`src/rtl/axi_reg_master_arb.sv`:
```
// rtl/axi_reg_master_arb.sv - two-requester round-robin arbiter driving a single-beat AXI register master
module axi_reg_master_arb #(
    parameter int TIMEOUT = 64
) (
    input  logic        clk,
    input  logic        areset,
    input  logic [1:0]  req_i,
    input  logic [1:0]  we_i,
    input  logic [63:0] addr_i,
    input  logic [63:0] wdata_i,
    output logic [1:0]  done_o,
    output logic [31:0] rdata_o,
    output logic        err_o,
    output logic [31:0] awaddr_o,
    output logic        awvalid_o,
    input  logic        awready_i,
    output logic [31:0] wdata_o,
    output logic [3:0]  wstrb_o,
    output logic        wvalid_o,
    input  logic        wready_i,
    input  logic [1:0]  bresp_i,
    input  logic        bvalid_i,
    output logic        bready_o,
    output logic [31:0] araddr_o,
    output logic        arvalid_o,
    input  logic        arready_i,
    input  logic [31:0] rdata_i,
    input  logic [1:0]  rresp_i,
    input  logic        rvalid_i,
    output logic        rready_o
);

    localparam int TW = $clog2(TIMEOUT + 1);

    typedef enum logic [2:0] {IDLE, WADDR, WRESP, RADDR, RDATA, DONE} state_t;

    state_t          state;
    logic            prio;
    logic            gnt;
    logic            aw_done;
    logic            w_done;
    logic [TW-1:0]   timer;

    logic            gnt_next;
    logic            sel_we;
    logic [31:0]     sel_addr;
    logic [31:0]     sel_wdata;
    logic [1:0]      done_sel;
    logic            last_wait;
    logic            aw_hs;
    logic            w_hs;

    // prio names the requester that wins a tie: the one not served last
    always_comb begin
        gnt_next  = (req_i == 2'b11) ? prio : req_i[1];
        sel_we    = gnt_next ? we_i[1] : we_i[0];
        sel_addr  = gnt_next ? addr_i[63:32] : addr_i[31:0];
        sel_wdata = gnt_next ? wdata_i[63:32] : wdata_i[31:0];
        done_sel  = gnt ? 2'b10 : 2'b01;
        last_wait = (timer == TW'(TIMEOUT - 1));
        aw_hs     = awvalid_o & awready_i;
        w_hs      = wvalid_o & wready_i;
    end

    always_ff @(posedge clk or negedge areset) begin
        if (!areset) begin
            state     <= IDLE;
            prio      <= 1'b0;
            gnt       <= 1'b0;
            aw_done   <= 1'b0;
            w_done    <= 1'b0;
            timer     <= '0;
            done_o    <= 2'b00;
            err_o     <= 1'b0;
            rdata_o   <= 32'h0;
            awaddr_o  <= 32'h0;
            awvalid_o <= 1'b0;
            wdata_o   <= 32'h0;
            wstrb_o   <= 4'h0;
            wvalid_o  <= 1'b0;
            bready_o  <= 1'b0;
            araddr_o  <= 32'h0;
            arvalid_o <= 1'b0;
            rready_o  <= 1'b0;
        end else begin
            case (state)
                IDLE: begin
                    if (|req_i) begin
                        gnt     <= gnt_next;
                        prio    <= ~gnt_next;
                        timer   <= '0;
                        aw_done <= 1'b0;
                        w_done  <= 1'b0;
                        if (sel_we) begin
                            awaddr_o  <= sel_addr;
                            wdata_o   <= sel_wdata;
                            wstrb_o   <= 4'hF;
                            awvalid_o <= 1'b1;
                            wvalid_o  <= 1'b1;
                            state     <= WADDR;
                        end else begin
                            araddr_o  <= sel_addr;
                            arvalid_o <= 1'b1;
                            state     <= RADDR;
                        end
                    end
                end
                WADDR: begin
                    if (aw_hs) begin
                        awvalid_o <= 1'b0;
                        aw_done   <= 1'b1;
                    end
                    if (w_hs) begin
                        wvalid_o <= 1'b0;
                        w_done   <= 1'b1;
                    end
                    if ((aw_done | aw_hs) && (w_done | w_hs)) begin
                        bready_o <= 1'b1;
                        timer    <= '0;
                        state    <= WRESP;
                    end else if (last_wait) begin
                        awvalid_o <= 1'b0;
                        wvalid_o  <= 1'b0;
                        done_o    <= done_sel;
                        err_o     <= 1'b1;
                        state     <= DONE;
                    end else begin
                        timer <= timer + TW'(1);
                    end
                end
                WRESP: begin
                    if (bvalid_i) begin
                        bready_o <= 1'b0;
                        done_o   <= done_sel;
                        err_o    <= (bresp_i != 2'b00);
                        state    <= DONE;
                    end else if (last_wait) begin
                        bready_o <= 1'b0;
                        done_o   <= done_sel;
                        err_o    <= 1'b1;
                        state    <= DONE;
                    end else begin
                        timer <= timer + TW'(1);
                    end
                end
                RADDR: begin
                    if (arready_i) begin
                        arvalid_o <= 1'b0;
                        rready_o  <= 1'b1;
                        timer     <= '0;
                        state     <= RDATA;
                    end else if (last_wait) begin
                        arvalid_o <= 1'b0;
                        done_o    <= done_sel;
                        err_o     <= 1'b1;
                        state     <= DONE;
                    end else begin
                        timer <= timer + TW'(1);
                    end
                end
                RDATA: begin
                    if (rvalid_i) begin
                        rready_o <= 1'b0;
                        rdata_o  <= rdata_i;
                        done_o   <= done_sel;
                        err_o    <= (rresp_i != 2'b00);
                        state    <= DONE;
                    end else if (last_wait) begin
                        rready_o <= 1'b0;
                        done_o   <= done_sel;
                        err_o    <= 1'b1;
                        state    <= DONE;
                    end else begin
                        timer <= timer + TW'(1);
                    end
                end
                DONE: begin
                    done_o <= 2'b00;
                    err_o  <= 1'b0;
                    state  <= IDLE;
                end
                default: state <= IDLE;
            endcase
        end
    end

endmodule

```
`config.mk`:
```
export PLATFORM = sky130hd
export DESIGN_NAME = axi_reg_master_arb
export DESIGN_NICKNAME = d
export VERILOG_FILES = /design/src/rtl/axi_reg_master_arb.sv
export SDC_FILE = /design/constraint.sdc
export NUM_CORES = 1
export LEC_CHECK = 0
export ABC_AREA = 1
export BUFFER_PORTS_ARGS = -buffer_cell sky130_fd_sc_hd__buf_2
export CORE_MARGIN = 1.5
export CORE_UTILIZATION = 47
export CTS_BUF_LIST = sky130_fd_sc_hd__clkbuf_16
export CTS_CLUSTER_DIAMETER = 30
export DETAILED_ROUTE_END_ITERATION = 10
export PLACE_DENSITY_LB_ADDON = 0.2
export SLEW_MARGIN = 20
export SYNTH_ARGS = -nofsm -noshare
export SYNTH_HDL_FRONTEND = slang
export SYNTH_SLANG_ARGS = --single-unit
```
`constraint.sdc`:
```
create_clock -name clk -period 1.65 [get_ports clk]
set_input_delay 0.0825 -clock clk [delete_from_list [all_inputs] [get_ports clk]]
set_output_delay 0.0825 -clock clk [all_outputs]
set_load 0.1 [all_outputs]
```
## Yosys cells after proc, flatten, opt, wreduce, memory -nomap -nowiden

Index checks and enable logic that the tools add are counted.

- Register bits after elaboration: 151
- Input bits: 175
- Output and inout port bits: 140

- $add $sub $neg: 1
- Eq/ne operators: 21
- Muxes and demuxes: 58
- Bitwise operators: 6
- Reduce and logical (&&, ||, !) cells: 23

Operators with widths:

| operator | count |
|---|---|
| 2-to-1 mux 32 bit | 2 |
| 2-to-1 mux 7 bit | 6 |
| one-hot mux 7 bit (5 select lines) | 1 |
| 2-to-1 mux 1 bit | 26 |
| AND reduction 3 bit | 8 |
| != test 2 bit, second input constant | 11 |
| 2-to-1 mux 3 bit | 6 |
| one-hot mux 3 bit (5 select lines) | 1 |
| 2-to-1 mux 2 bit | 7 |
| one-hot mux 1 bit (2 select lines) | 7 |
| nonzero test 2 bit | 6 |
| one-hot mux 2 bit (5 select lines) | 1 |
| nonzero test 5 bit | 2 |
| != test 3 bit, second input constant | 3 |
| AND reduction 4 bit | 2 |
| adder 7 x 1 -> 7 bit, second input constant | 1 |
| equality test 7 x 6 -> 1 bit, second input constant | 1 |
| equality test 3 x 2 -> 1 bit, second input constant | 2 |
| equality test 3 bit, second input constant | 2 |
| one-hot mux 1 bit (5 select lines) | 1 |
| AND reduction 2 bit | 2 |
| equality test 3 x 1 -> 1 bit, second input constant | 1 |
| logical NOT 3 bit | 1 |
| bitwise AND 1 bit | 2 |
| other kinds (5) | 7 |

## Depth between registers and ports, before layout

- Depth in word-level cells: 6
- Mapped depth: 12
- Gate-level depth less buffers: 11

## Worst setup path after synthesis

Ideal clock, no wire load.

- Path kind: reg-to-reg
- From: register wvalid_o
- To: register timer[2]
- Setup time: 0.121 ns
- Arrival time: 1.713 ns
- Path slack: -0.184 ns
- Stages on the path, launching flop included: 10
- Path buffers: 0
- Clock period less this slack: 1.834 ns
- Cells stage by stage: dfrtp_1 -> nand2_1 -> nand2_1 -> nand2_1 -> nand2_1 -> nand2_1 -> nor2_1 -> nand2_4 -> o21ai_0 -> nor2_1

- Cells in the longest elaborated chain, start to end: 5

Ends and longest elaborated chain:

| element | line | source |
|---|---|---|
| start: declaration | 19 | `output logic wvalid_o,` |
| start signal: assignment | 80 | `wvalid_o <= 1'b0;` |
| start signal: assignment | 99 | `wvalid_o <= 1'b1;` |
| start signal: assignment | 114 | `wvalid_o <= 1'b0;` |
| bitwise AND 1 bit | 62 | `w_hs = wvalid_o & wready_i;` |
| OR 1 bit | 117 | `if ((aw_done \| aw_hs) && (w_done \| w_hs)) begin` |
| logical AND 1 bit | 117 |  |
| 2-to-1 mux 7 bit | 117 |  |
| one-hot mux 7 bit (5 select lines) | 86 | `case (state)` |
| end signal: assignment | 128 | `timer <= timer + TW'(1);` |
| end signal: assignment | 143 | `timer <= timer + TW'(1);` |
| end signal: assignment | 158 | `timer <= timer + TW'(1);` |
| end: declaration | 42 | `logic [TW-1:0] timer;` |

Every way passes these cells.
A chain may end at the register's enable or synchronous reset.

## Final worst setup path

- From: register state[2]
- To: register wdata_o[31]

- Cells in the longest elaborated chain, start to end: 2

Ends and longest elaborated chain:

| element | line | source |
|---|---|---|
| start: declaration | 37 | `state_t state;` |
| start signal: assignment | 67 | `state <= IDLE;` |
| start signal: assignment | 100 | `state <= WADDR;` |
| start signal: assignment | 104 | `state <= RADDR;` |
| logical NOT 3 bit | 86 |  |
| AND reduction 3 bit (no line) | - |  |
| end signal: assignment | 96 | `wdata_o <= sel_wdata;` |
| end: declaration | 17 | `output logic [31:0] wdata_o,` |

Every way passes these cells.

==> impl_results.html <==
<table>
<tr><th>Metric</th><th>Value</th></tr>
<tr><th colspan="2">Routing</th></tr>
<tr><td>Routed length per placed instance</td><td>15.2 um</td></tr>
<tr><td>Count of routing violations after the opening detailed-route iteration</td><td>391</td></tr>
<tr><td>First drt pass iteration count</td><td>5</td></tr>
<tr><td>Detailed-route wire length</td><td>22500 um</td></tr>
<tr><td>Post-detailed-route via-to-cell ratio</td><td>4.90</td></tr>
<tr><td>Count of vias placed by the detailed router</td><td>7228</td></tr>
<tr><td>Total DRC errors in the routed layout</td><td>0</td></tr>
<tr><td>Antenna-violating nets left</td><td>0</td></tr>
<tr><th colspan="2">Synthesis</th></tr>
<tr><td>Syn_area_per_cell</td><td>8.54 sq um</td></tr>
<tr><td>Total standard cell area after synthesis</td><td>6940 sq um</td></tr>
<tr><td>Commonest register cell after synthesis</td><td>dfrtp_1</td></tr>
<tr><td>Cell types occupying the most area after synthesis</td><td>dfrtp_1, nand2_1, mux2_2</td></tr>
<tr><td>Yosys Warn Count</td><td>0</td></tr>
<tr><td>Post-synthesis cell count</td><td>813</td></tr>
<tr><td>Net count after synthesis</td><td>990</td></tr>
<tr><td>Async set-or-reset flop fraction in the synthesized netlist</td><td>100%</td></tr>
<tr><td>Most instantiated cells after synthesis</td><td>nand2_1, dfrtp_1, or2_2</td></tr>
<tr><td>Number of synthesized flops with an enable pin</td><td>0</td></tr>
<tr><td>Sequential element share of the synthesized area</td><td>54.4%</td></tr>
<tr><td>Top cell type by total area after synthesis</td><td>dfrtp_1</td></tr>
<tr><td>Synthesized flop and latch total</td><td>151</td></tr>
<tr><td>Unique cell type count in the Yosys netlist</td><td>30</td></tr>
<tr><td>Cell with the most instances after synthesis</td><td>nand2_1</td></tr>
<tr><td>Fraction of synthesized cell area taken by the top area cell type</td><td>54.4%</td></tr>
<tr><th colspan="2">STA</th></tr>
<tr><td>Upper clock frequency limit</td><td>620 MHz</td></tr>
<tr><td>Setup-failing EPs final</td><td>0</td></tr>
<tr><td>Layout Skew</td><td>0.00799 ns</td></tr>
<tr><td>Number of pins with negative max-slew slack in the final report</td><td>0</td></tr>
<tr><td>Worst rel slew slack</td><td>66.0%</td></tr>
<tr><td>Setup repair after global routing missed its margin</td><td>yes</td></tr>
<tr><td>Crit share post-route</td><td>97.8%</td></tr>
<tr><td>Crit path setup slack, layout</td><td>0.0364 ns</td></tr>
<tr><td>Number of hold violations in the final report</td><td>0</td></tr>
<tr><td>Transition at the pin with the smallest max-transition slack</td><td>0.514 ns</td></tr>
<tr><td>Post-route minimum period</td><td>1.61 ns</td></tr>
<tr><th colspan="2">Placed design</th></tr>
<tr><td>Worst Setup Slack post-DPL</td><td>0.0865 ns</td></tr>
<tr><td>Port Buffer Count</td><td>314</td></tr>
<tr><td>GP Congestion</td><td>0.880</td></tr>
<tr><td>Post-detailed-placement half-perimeter wirelength</td><td>13600 um</td></tr>
<tr><th colspan="2">Flow run</th></tr>
<tr><td>Max Cap Violations</td><td>0</td></tr>
<tr><th colspan="2">Finish</th></tr>
<tr><td>Layout cells sized above 1</td><td>36.6%</td></tr>
<tr><td>Multi-input gate area in the final layout</td><td>2830 sq um</td></tr>
<tr><td>Number of nets in the finished design</td><td>1454</td></tr>
<tr><td>Filler cells</td><td>996</td></tr>
<tr><td>Layout overhead on the synthesized area</td><td>58.1%</td></tr>
<tr><td>Register area</td><td>3780 sq um</td></tr>
<tr><th colspan="2">CTS</th></tr>
<tr><td>TritonCTS clock tree</td><td>yes</td></tr>
<tr><td>Clock Latency Late Sink</td><td>0.42 ns</td></tr>
<tr><td>CTS buffer count</td><td>17</td></tr>
<tr><td>Clock-pin slew on the worst setup and hold paths</td><td>0.06 ns</td></tr>
<tr><td>Buffer depth of the longest clock path</td><td>2</td></tr>
<tr><td>Number of clock sinks seen by CTS</td><td>151</td></tr>
<tr><td>H-Tree Depth</td><td>4</td></tr>
<tr><td>Root buf cell</td><td>clkbuf_16</td></tr>
<tr><th colspan="2">Setup path</th></tr>
<tr><td>Type of element launching the critical path</td><td>register</td></tr>
<tr><td>FF-to-FF End</td><td>wdata_o[31]</td></tr>
<tr><td>Nature of the critical path endpoint</td><td>register</td></tr>
<tr><td>Worst endpoint data arrival time</td><td>1.97 ns</td></tr>
<tr><td>Crit Path Class</td><td>register to register</td></tr>
<tr><td>Highest fanout seen on the critical path</td><td>21</td></tr>
<tr><td>Reg2Reg Setup Slack</td><td>0.04 ns</td></tr>
<tr><td>Required @ worst endpoint</td><td>2.01 ns</td></tr>
<tr><td>Worst reg2reg startpoint</td><td>state[2]</td></tr>
<tr><td>Worst R2R Path Depth</td><td>9</td></tr>
<tr><th colspan="2">Floorplanning</th></tr>
<tr><td>Horiz. Die Dim</td><td>125 um</td></tr>
<tr><td>Die Height</td><td>125 um</td></tr>
<tr><td>Total I/O pin count</td><td>315</td></tr>
<tr><td>Initial standard-cell utilization of the core</td><td>48.0%</td></tr>
<tr><td>DIE AREA</td><td>15500 sq um</td></tr>
<tr><td>Standard-cell row count</td><td>44</td></tr>
<tr><td>Std-Cell Core Area</td><td>14500 sq um</td></tr>
<tr><th colspan="2">Min path</th></tr>
<tr><td>Min-delay src</td><td>wdata_i[48]</td></tr>
<tr><td>Hold endpoint</td><td>wdata_o[16]</td></tr>
<tr><td>Hold path cells</td><td>4</td></tr>
<tr><td>Type of the worst min-delay path</td><td>input port to register</td></tr>
<tr><th colspan="2">Global routing</th></tr>
<tr><td>Number of antenna violations at the first check in global routing</td><td>1</td></tr>
<tr><td>Total GRT Usage</td><td>28.8%</td></tr>
<tr><td>Via count of the first global-routing pass</td><td>7539</td></tr>
<tr><td>First-pass GRT wire length</td><td>35900 um</td></tr>
<tr><td>Overflow left after global routing</td><td>0</td></tr>
<tr><td>Pin count of the biggest net entering global routing</td><td>48</td></tr>
<tr><th colspan="2">Outcome</th></tr>
<tr><td>Status</td><td>finished, final reports clean</td></tr>
</table>
==> flip-flops by register name, indices dropped and copies added, names as in the netlist, 2 cells and up <==
name	count
state	3
done_o	2
timer	7
rdata_o	32
araddr_o	32
wdata_o	32
awaddr_o	32
==> cells in the final DEF (no fill, tap or decap), drive strengths merged <==
| master | instances |
|---|---|
| nand2 | 407 |
| buf | 349 |
| dfrtp | 151 |
| dlygate4sd3 | 132 |
| inv | 40 |
| or2 | 34 |
| nor2 | 33 |
| o211ai | 32 |
| mux2 | 32 |
| clkbuf | 19 |
| nand3 | 16 |
| o21ai | 12 |
| a21oi | 7 |
| clkinv | 6 |
| bufinv | 5 |
| o21bai | 2 |
| nand4 | 2 |
| o32ai | 2 |
| ha | 2 |
| diode | 1 |
| nand3b | 1 |
| a21boi | 1 |
| a31oi | 1 |
| o2111ai | 1 |
| o22ai | 1 |
| clkinvlp | 1 |
==> worst max-delay path, stage by stage, from the launching register on <==
cell	delay [ns]
dfrtp_1	0.42
inv_2	0.14
nand2_2	0.10
nor2_4	0.13
inv_2	0.07
nor2_4	0.20
buf_4	0.17
buf_12	0.15
o211ai_1	0.10
nand2_1	0.06
==> what timing repair did <==
action | in CTS | in global routing
resized for setup | 0 | 21
hold buffers | 131 | 1
buffers inserted | 0 | 4
endpoints found under the hold margin | 263 | 1
setup endpoints to repair | 0 | 73
==> logic make-up after synthesis <==
kind of cell	after synthesis	share of synthesized area, %
AO/OA/AOI/OAI	59	5.77
AND/OR/NAND/NOR	492	29.0
buffers and inverters	77	5.28
adder cells (fa/ha/maj)	2	0.360
flip-flops	151	54.4
multiplexers	32	5.19
==> layer usage <==
metal  vias up  GRT usage (%)  share of wire [%]
met5         -              0                  0
met4         0           14.7                3.5
met1      3400           32.4                 39
li1       3478              -                  -
met2       289           51.5                 52
met3        61           6.01                5.1
==> worst max path at each step <==
stage	endpoint	slack, ns	from	depth (start not counted)
after global placement	done_o[1]	0.12	state[2]	8
after detailed placement	done_o[1]	0.09	state[2]	8
final	wdata_o[31]	0.04	state[2]	9
after global routing	wdata_o[0]	-0.07	state[2]	9
after CTS	done_o[1]	0.05	state[2]	8
after floorplan	timer[2]	0.10	wvalid_o	9
==> layout make-up <==
class                           instances  area share [%]
Sequential cell                       151            34.5
Timing Repair Buffer                  483            30.5
Multi-Input combinational cell        586            25.8
Clock buffer                           17            3.87
Tap cell                              184            2.10
Clock inverter                         14            1.91
Inverter                               38            1.32
Antenna cell                            1          0.0228
==> metrics by stage <==
step	TNS, ns	hold slack [ns]	cells	utilization, %	cell area (sq um)
after floorplan	0	-0.213	813	-	6950
after global placement	0	-0.0226	1303	61.3	8880
after detailed placement	0	-0.0178	1303	61.3	8880
after CTS	0	0.0000975	1465	74.8	10800
after global routing	-2.25	0.0201	1474	75.8	11000
final	0	0.00701	1474	75.8	11000
Power is not shown: default switching activity piles up to over one toggle a cycle in this logic, so the estimate is an artifact.
